[config.mk]
export PLATFORM = sky130hd
export DESIGN_NAME = display_scan_ctrl
export DESIGN_NICKNAME = d
export VERILOG_FILES = /design/src/rtl/display_pkg.sv /design/src/rtl/hex_to_seg.sv /design/src/rtl/display_scan_ctrl.sv
export SDC_FILE = /design/constraint.sdc
export NUM_CORES = 1
export LEC_CHECK = 0
export CELL_PAD_IN_SITES_DETAIL_PLACEMENT = 1
export CELL_PAD_IN_SITES_GLOBAL_PLACEMENT = 1
export CORE_MARGIN = 5
export CORE_UTILIZATION = 37
export DETAILED_ROUTE_END_ITERATION = 8
export GPL_ROUTABILITY_DRIVEN = 0
export PLACE_DENSITY_LB_ADDON = 0.3
export RECOVER_POWER = 100
export SLEW_MARGIN = 20
export SYNTH_ARGS = -nofsm -noshare
export SYNTH_HDL_FRONTEND = slang
export SYNTH_HIERARCHICAL = 1
export SYNTH_SLANG_ARGS = --single-unit
export TNS_END_PERCENT = 30
[constraint.sdc]
create_clock -name clk -period 2.7 [get_ports clk]
set_input_delay 0.405 -clock clk [delete_from_list [all_inputs] [get_ports clk]]
set_output_delay 0.405 -clock clk [all_outputs]
set_load 0.01 [all_outputs]
[src/rtl/display_pkg.sv]
// Shared types and the hex glyph table for the 7-segment scan controller.
// Segment vectors are {g,f,e,d,c,b,a}, active-low.
package display_pkg;

  typedef logic [6:0] seg_t;

  localparam seg_t SEG_BLANK = 7'b1111111;

  typedef enum logic {
    BLANK,
    SCAN
  } scan_state_t;

  function automatic seg_t hex_glyph(input logic [3:0] nib);
    seg_t glyph;
    glyph = SEG_BLANK;
    case (nib)
      4'h0: glyph = 7'b1000000;
      4'h1: glyph = 7'b1111001;
      4'h2: glyph = 7'b0100100;
      4'h3: glyph = 7'b0110000;
      4'h4: glyph = 7'b0011001;
      4'h5: glyph = 7'b0010010;
      4'h6: glyph = 7'b0000010;
      4'h7: glyph = 7'b1111000;
      4'h8: glyph = 7'b0000000;
      4'h9: glyph = 7'b0010000;
      4'hA: glyph = 7'b0001000;
      4'hB: glyph = 7'b0000011;
      4'hC: glyph = 7'b1000110;
      4'hD: glyph = 7'b0100001;
      4'hE: glyph = 7'b0000110;
      4'hF: glyph = 7'b0001110;
    endcase
    return glyph;
  endfunction

endpackage

[src/rtl/hex_to_seg.sv]
// Combinational nibble to active-low 7-segment decoder.
module hex_to_seg
  import display_pkg::*;
(
  input  logic [3:0] nib,
  output seg_t       seg
);

  assign seg = hex_glyph(nib);

endmodule

[src/rtl/display_scan_ctrl.sv]
// Multiplexed hex display scanner with a tear-free pending/shadow update path.
// Outputs are registered and lag the counter/index state by one cycle.
module display_scan_ctrl
  import display_pkg::*;
#(
  parameter int DIGITS   = 8,
  parameter int TICK_DIV = 50000
) (
  input  logic              clk,
  input  logic              rst_n,
  input  logic              load_valid,
  output logic              load_ready,
  input  logic [31:0]       load_data,
  input  logic              blank_lz,
  output logic [DIGITS-1:0] anodes,
  output seg_t              segments
);

  localparam int IDX_W = (DIGITS > 1) ? $clog2(DIGITS) : 1;
  localparam int CNT_W = $clog2(TICK_DIV);
  localparam int VAL_W = 4 * DIGITS;
  localparam logic [IDX_W-1:0] LAST_IDX = IDX_W'(DIGITS - 1);
  localparam logic [CNT_W-1:0] LAST_CNT = CNT_W'(TICK_DIV - 1);

  scan_state_t       state_q, state_d;
  logic [CNT_W-1:0]  cnt_q, cnt_d;
  logic [IDX_W-1:0]  idx_q, idx_d;
  logic              pend_full_q, pend_full_d;
  logic [VAL_W-1:0]  pend_q, pend_d;
  logic [VAL_W-1:0]  shadow_q, shadow_d;
  logic              ready_q, ready_d;
  logic [DIGITS-1:0] anodes_q, anodes_d;
  seg_t              segments_q, segments_d;

  logic              xfer;
  logic              frame_end;
  logic [3:0]        nib_sel;
  seg_t              glyph;
  logic              lit;
  logic [DIGITS-1:0] nib_zero;
  logic [DIGITS-1:0] blank_mask;

  assign xfer      = load_valid && ready_q;
  assign frame_end = (state_q == SCAN) && (idx_q == LAST_IDX) && (cnt_q == LAST_CNT);

  // A digit is a blanking candidate when it and every digit above it are zero.
  for (genvar gi = 0; gi < DIGITS; gi++) begin : g_lz
    assign nib_zero[gi]   = (shadow_q[4*gi +: 4] == 4'd0);
    assign blank_mask[gi] = blank_lz & (&nib_zero[DIGITS-1:gi]);
  end

  assign nib_sel = shadow_q[4*idx_q +: 4];

  hex_to_seg u_hex_to_seg (
    .nib (nib_sel),
    .seg (glyph)
  );

  always_comb begin
    state_d     = state_q;
    cnt_d       = cnt_q;
    idx_d       = idx_q;
    pend_d      = pend_q;
    pend_full_d = pend_full_q;
    shadow_d    = shadow_q;

    case (state_q)
      BLANK: begin
        if (xfer) begin
          shadow_d = load_data[VAL_W-1:0];
          state_d  = SCAN;
          cnt_d    = '0;
          idx_d    = '0;
        end
      end
      SCAN: begin
        if (cnt_q == LAST_CNT) begin
          cnt_d = '0;
          idx_d = (idx_q == LAST_IDX) ? '0 : idx_q + 1'b1;
        end else begin
          cnt_d = cnt_q + 1'b1;
        end
        // ready is low whenever pending is full, so the move and a transfer never collide.
        if (frame_end) begin
          if (pend_full_q) begin
            shadow_d    = pend_q;
            pend_full_d = 1'b0;
          end else if (xfer) begin
            shadow_d = load_data[VAL_W-1:0];
          end
        end else if (xfer) begin
          pend_d      = load_data[VAL_W-1:0];
          pend_full_d = 1'b1;
        end
      end
      default: state_d = BLANK;
    endcase

    ready_d = !pend_full_d;
  end

  // Counter value 0 is the dead-time slot between digits.
  always_comb begin
    lit = (state_q == SCAN) && (cnt_q != '0) &&
          !(blank_mask[idx_q] && (idx_q != '0));
    anodes_d   = lit ? ~(DIGITS'(1) << idx_q) : '1;
    segments_d = lit ? glyph : SEG_BLANK;
  end

  always_ff @(posedge clk or negedge rst_n) begin
    if (!rst_n) begin
      state_q     <= BLANK;
      cnt_q       <= '0;
      idx_q       <= '0;
      pend_full_q <= 1'b0;
      pend_q      <= '0;
      shadow_q    <= '0;
      ready_q     <= 1'b1;
      anodes_q    <= '1;
      segments_q  <= SEG_BLANK;
    end else begin
      state_q     <= state_d;
      cnt_q       <= cnt_d;
      idx_q       <= idx_d;
      pend_full_q <= pend_full_d;
      pend_q      <= pend_d;
      shadow_q    <= shadow_d;
      ready_q     <= ready_d;
      anodes_q    <= anodes_d;
      segments_q  <= segments_d;
    end
  end

  assign load_ready = ready_q;
  assign anodes     = anodes_q;
  assign segments   = segments_q;

endmodule

=== Yosys cells after proc, flatten, opt, wreduce, memory -nomap -nowiden ===
Memories as Yosys holds them, arrays and structs flattened.
Index checks and enable logic that the tools add are counted.
W data, S select, Z words.

* Flip-flop bits (word level): 101
* Memory bits (read-only): 112
* Input bits: 36
* Output and inout bits: 16
* Word-level logic and storage cells: 78
* Memories: 1

* $add $sub $neg: 2
* Magnitude comparators: 1
* Equality and inequality tests: 5
* Shift operators: 2
* Multiplexer cells: 20
* Bitwise gates (word level): 11
* Reductions and logical operators: 27

{| class="wikitable"
|+ Memory list
! name !! depth !! width !! rd ports !! clocked after Yosys merged registers in !! write ports !! line !! text
|-
| (name not given) || 16 || 7 || 1 || 0 || 0 || display_pkg.sv:17 || <nowiki>case (nib)</nowiki>
|}

{| class="wikitable"
|+ Operator list
! operator !! count
|-
| $mux W32 || 3
|-
| $pmux W32 S2 || 1
|-
| $logic_not A4 Y1 || 8
|-
| $mux W16 || 2
|-
| $pmux W16 S2 || 1
|-
| $shiftx A32 B6 Y4 || 1
|-
| $add A16 B1 Y16 const B || 1
|-
| $eq A16 B16 Y1 const B || 1
|-
| $reduce_bool A16 Y1 || 1
|-
| $mux W3 || 3
|-
| $and A1 B1 Y1 || 8
|-
| $mux W8 || 1
|-
| $not A8 Y8 || 1
|-
| $reduce_and A8 Y1 || 1
|-
| $shl A1 B3 Y8 const A || 1
|-
| $mux W7 || 1
|-
| $reduce_and A7 Y1 || 1
|-
| $logic_and A1 B1 Y1 || 6
|-
| $mux W1 || 6
|-
| $pmux W3 S2 || 1
|-
| $reduce_and A3 Y1 || 2
|-
| $reduce_and A6 Y1 || 1
|-
| $reduce_and A5 Y1 || 1
|-
| $lt A3 B4 Y1 const B || 1
|-
| 10 further kinds || 14
|}

=== Longest topological paths before layout ===
* Word-level depth: 9
* Mapped depth: 10
* Depth with buffers taken out: 9

=== Cells and area by module ===
Netlist, hierarchy kept.

{| class="wikitable"
|+ By module, submodules not included
! module !! instances !! cells an instance !! area each (um^2) !! seq. area each (um^2)
|-
| display_scan_ctrl || 1 || 393 || 4,890.9 || 2,547.4
|-
| hex_to_seg || 1 || 31 || 261.5 || 0.0
|}

=== Least setup slack after synthesis ===
No wires, ideal clock.

* Path type: register to register
* Start point: reg idx_q[0]
* End point: reg segments_q[3] (netlist: segments[3])
* Arrival time: 2,357 ps
* Slack: 261 ps
* Cell stages (with the launch flop): 10
* Path buffers: 1
* Cell sequence: dfrtp_1 buf_2 mux4_2 nand2_1 nand2_1 inv_1 ha_1 inv_1 mux4_1 or2b_1

* Elaborated cells on any way between the ends: 9

{| class="wikitable"
|+ RTL lines
! what !! line !! text
|-
| start, declared || display_scan_ctrl.sv:27 || <nowiki>logic [IDX_W-1:0] idx_q, idx_d;</nowiki>
|-
| start signal, assigned || display_scan_ctrl.sv:124 || <nowiki>idx_q <= idx_d;</nowiki>
|-
| $shiftx A32 B6 Y4 || display_scan_ctrl.sv:52 || <nowiki>assign nib_sel = shadow_q[4*idx_q +: 4];</nowiki>
|-
| via nib_sel[0] || display_scan_ctrl.sv:37 || <nowiki>logic [3:0] nib_sel;</nowiki>
|-
| $mem_v2 Z16 W7 || - ||
|-
| via glyph[3] || display_scan_ctrl.sv:38 || <nowiki>seg_t glyph;</nowiki>
|-
| $mux W7 || display_scan_ctrl.sv:107 || <nowiki>segments_d = lit ? glyph : SEG_BLANK;</nowiki>
|-
| via segments_d[3] || display_scan_ctrl.sv:33 || <nowiki>seg_t segments_q, segments_d;</nowiki>
|-
| end signal, assigned || display_scan_ctrl.sv:130 || <nowiki>segments_q <= segments_d;</nowiki>
|-
| end, declared || display_scan_ctrl.sv:33 ||
|}

The timed path passes the listed nets, and every way through them passes these cells. The select of a mux whose other input is x is not followed.
A chain may end at the register's enable or synchronous reset.

=== Worst setup path in the final report ===
Ends and elaborated chain as after synthesis.

==> impl_metrics.py <==
metrics = {
    "yosys": {
        "synth_enable_flop_cells": 0,
        "most_frequently_used_cell_type_in_the_post_synthesis_netlist": "dfrtp_1",
        "synth.area.top_cells": "dfrtp_1 41%, a2bb2oi_2 8.7%, dfstp_2 8.2%",
        "yosys.area.top_type": "dfrtp_1",
        "netlist_area_sq_um": 5150,
        "count_of_mapped_cells_out_of_synthesis": 424,
        "ys_ff_latch": 101,
        "synth.net_count": 475,
        "postSynthAreaPerCell_sq_um": 12.2,
        "yosys.cell_types.count": 54,
        "ys_top_cells_by_count": "85 x dfrtp_1, 35 x nand2_1, 34 x o22ai_1, 33 x mux2_2, 30 x a2bb2oi_2",
        "ys.flop_type": "dfrtp_1",
        "yosysWarnings": 6,
        "ys_seq_area_share_pct": 49.4,
        "synthDominantCellAreaShare_pct": 41.3,
        "synth_async_sr_flop_share_pct": 100,
    },
    "routing": {
        "drt_drc_violations_left": 0,
        "wl_um": 12400,
        "drtPass1Iterations": 4,
        "drt-initial-drc-count": 234,
        "vias_per_cell": 5.56,
        "drtAntennaViolNets": 0,
        "wl_per_cell_um": 18.7,
        "route.vias.total": 3685,
    },
    "pwr": {
        "p_switching_mw": 1.99,
        "maximum_vdd_drop_v": 0.000446,
        "pwr-share-seq_pct": 46.0,
        "power_mw": 5.83,
        "power_frac_clock_pct": 22.1,
        "cellLeakagePower_nw": 2.46,
        "power.switching_fraction_pct": 34.1,
        "p_per_area_nw_per_um2": 980,
        "intPower_mw": 3.84,
        "share_comb_of_total_power_pct": 32.0,
    },
    "setup_path": {
        "worstSetupPathType": "flop to flop",
        "critPathRequiredTime_ns": 2.98,
        "r2r_start": "idx_q[0]",
        "worst_r2r_endpoint": "segments[3]",
        "path_cells": "mux4_2 -> nand2_1 -> nand2_1 -> inv_1 -> ha_1 -> inv_1 -> mux4_1 -> or2b_1",
        "worst_ep_arrival_time_ns": 2.78,
        "cp_top_family": "multiplexers",
        "r2r_setup_slack_ns": 0.20,
        "endpoint_kind": "flop",
        "timing.critical_path.fanout_max": 9,
        "worst_path_max_delay_cell": "dfrtp_1",
        "max_stage_delay_on_crit_path_ns": 0.61,
        "r2r_cells": 8,
        "worst_setup_path_start_kind": "flop",
        "critical_path_buf_inv_count": 2,
    },
    "clocking": {
        "postCtsSetupBuffers": 0,
        "clock_latency_ns": 0.36,
        "cts-buffers-inserted": 9,
        "cts_sinks": 101,
        "clock_tree.buffer_depth": 2,
        "clk_transition_reported_paths_ns": 0.07,
        "clock_tree.root_cell": "clkbuf_16",
        "cts_htree_levels": 3,
        "cts_tree": "yes",
    },
    "global_route": {
        "first_global_vias": 4015,
        "largest_net_degree_at_the_start_of_global_routing": 77,
        "grt_pass1_wl_um": 20900,
        "grt_util_all_layers_pct": 15.9,
        "number_of_antenna_violations_at_the_first_check_in_global_routing": 0,
        "grt_overflow_total": 0,
    },
    "timing": {
        "period_minus_ws_final_ns": 2.50,
        "fin_worst_hold_slack_ns": 0.512,
        "postLayoutSetupSlackWorst_ns": 0.205,
        "fin_skew_ns": 0.00776,
        "final_hold_viol_count": 0,
        "max_slew_margin_pct": -2.42,
        "grt_setup_unrepaired": "false",
        "timing.final.crit_share_pct": 92.4,
        "finalSetupTns_ns": 0,
        "timing_worst_slew_pin_value_ns": 1.54,
        "fmax_mhz": 401,
        "drv_slew": 26,
        "finalSetupViolations": 0,
    },
    "status": {
        "outcome": "finished, violations left",
        "violated_checks": "capacitance limit, slew limit",
    },
    "placement": {
        "placement.cell_area_sq_um": 5870,
        "post-dp-hpwl_um": 8830,
        "place.detailed.instances": 646,
        "portBuffers": 51,
        "preCtsSetupSlack_ns": 0.207,
    },
    "floorplanning": {
        "num_io_pins": 52,
        "die_x_um": 128,
        "floorplan.die_area_sq_um": 16400,
        "floorplan.initialDensity_pct": 37.4,
        "floorplan.core_area_sq_um": 13800,
        "placement_row_count": 43,
        "die_h_um": 128,
    },
    "finish": {
        "num-nets-final": 529,
        "post_route_cells_drive_above_1_share_pct": 19.0,
        "fill_cells": 1534,
        "diodes": 0,
        "post_route_insts_no_fill": 663,
        "final_design_area_no_fill_sq_um": 5950,
        "postLayoutCoreUtil_pct": 43.2,
        "areaGrowthSynthToFinish_pct": 15.6,
    },
    "hold_path": {
        "hold_end": "pend_q[17]",
        "worstHoldStart": "pend_q[17]",
        "worst_min_delay_path_class": "flop to flop",
        "hold_path_depth": 1,
    },
    "run": {
        "drv_cap": 1,
    },
}
==> flip-flops by register name, indices dropped and copies added (netlist names) <==
name	flops
shadow_q	32
segments	7
anodes	8
cnt_q	16
state_q	1
pend_q	32
load_ready	1
idx_q	3
pend_full_q	1
==> layout by cell type, fill, tap and decap left out, types with 2 or more instances in the layout <==
master / synthesis / final
nor2b_1: 2 / 2
dfrtp_1: 85 / 85
o21bai_1: 2 / 2
ha_1: 15 / 15
inv_6: 0 / 4
nor3_1: 5 / 5
buf_2: 7 / 2
clkdlybuf4s50_1: 0 / 34
dlygate4sd3_1: 0 / 17
a21o_1: 4 / 4
mux2_2: 33 / 33
nand3_1: 15 / 15
a2bb2oi_1: 1 / 29
a31oi_1: 8 / 8
nand4_1: 3 / 3
buf_4: 2 / 6
or3_1: 4 / 4
nor4_1: 13 / 13
dfstp_2: 16 / 16
or2b_1: 4 / 4
o211ai_1: 2 / 2
nor2_1: 5 / 5
clkbuf_1: 8 / 6
mux2i_1: 5 / 5
o2bb2ai_1: 2 / 2
nand2b_1: 7 / 7
o21ai_0: 15 / 15
inv_8: 0 / 2
clkbuf_16: 0 / 9
inv_1: 12 / 12
a21oi_1: 8 / 8
and4_1: 3 / 3
and3_1: 3 / 3
mux4_2: 8 / 8
o22ai_1: 34 / 34
nand2_1: 35 / 35
a2bb2oi_2: 30 / 2
nor3b_1: 2 / 2
==> power by group through the flow <==
stage | Combinational, mW | Sequential (mW) | Clock [mW]
floorplan | 1.54 | 2.56 | 0
global placement | 1.98 | 2.69 | 0
detailed placement | 2.07 | 2.74 | 0
CTS | 2.09 | 2.71 | 1.33
global route | 2.07 | 2.76 | 1.39
finish | 1.86 | 2.68 | 1.29
==> layer usage <==
layer / share of wire [%] / track usage, % / wire [um] / up-vias
met5: 0 / 0 / 0 / -
met4: 1.9 / 6.05 / 234 / 0
met2: 49 / 26.5 / 6080 / 64
met3: 3.2 / 3.04 / 401 / 20
li1: - / - / - / 1717
met1: 46 / 20.5 / 5690 / 1884
==> cell type report <==
cell class | instances | area (sq um) | area share [%]
Sequential cell | 101 | 2550 | 42.8
Multi-Input combinational cell | 284 | 2220 | 37.3
Timing Repair Buffer | 68 | 621 | 10.4
Clock buffer | 9 | 225 | 3.78
Tap cell | 180 | 225 | 3.78
Clock inverter | 7 | 62.6 | 1.05
Inverter | 14 | 52.6 | 0.883
==> cells by family after synthesis <==
logic type | after synthesis | share of synthesized area [%]
compound gates | 114 | 19.4
xor+xnor | 1 | 0.170
fa+ha+maj | 15 | 3.64
buf+inv | 39 | 4.05
flops | 101 | 49.4
mux | 47 | 12.2
simple gates | 107 | 11.1
==> how the worst max path moves through the flow <==
| stage | from | end | cells after the start |
|---|---|---|---|
| final | idx_q[0] | segments[3] | 8 |
| after CTS | idx_q[0] | segments[3] | 8 |
| after global routing | idx_q[0] | segments[3] | 8 |
| after detailed placement | idx_q[0] | segments[3] | 8 |
| after global placement | idx_q[0] | segments[3] | 8 |
| after floorplan | idx_q[0] | segments[3] | 9 |
==> what timing repair did <==
| action | 4_1_cts | 5_1_grt |
|---|---|---|
| gates resized for setup | 0 | 0 |
| hold buffers | 1 | 0 |
| endpoints found under the hold margin | 25 | 0 |
Note: power is estimated with default switching activity, not from simulation.
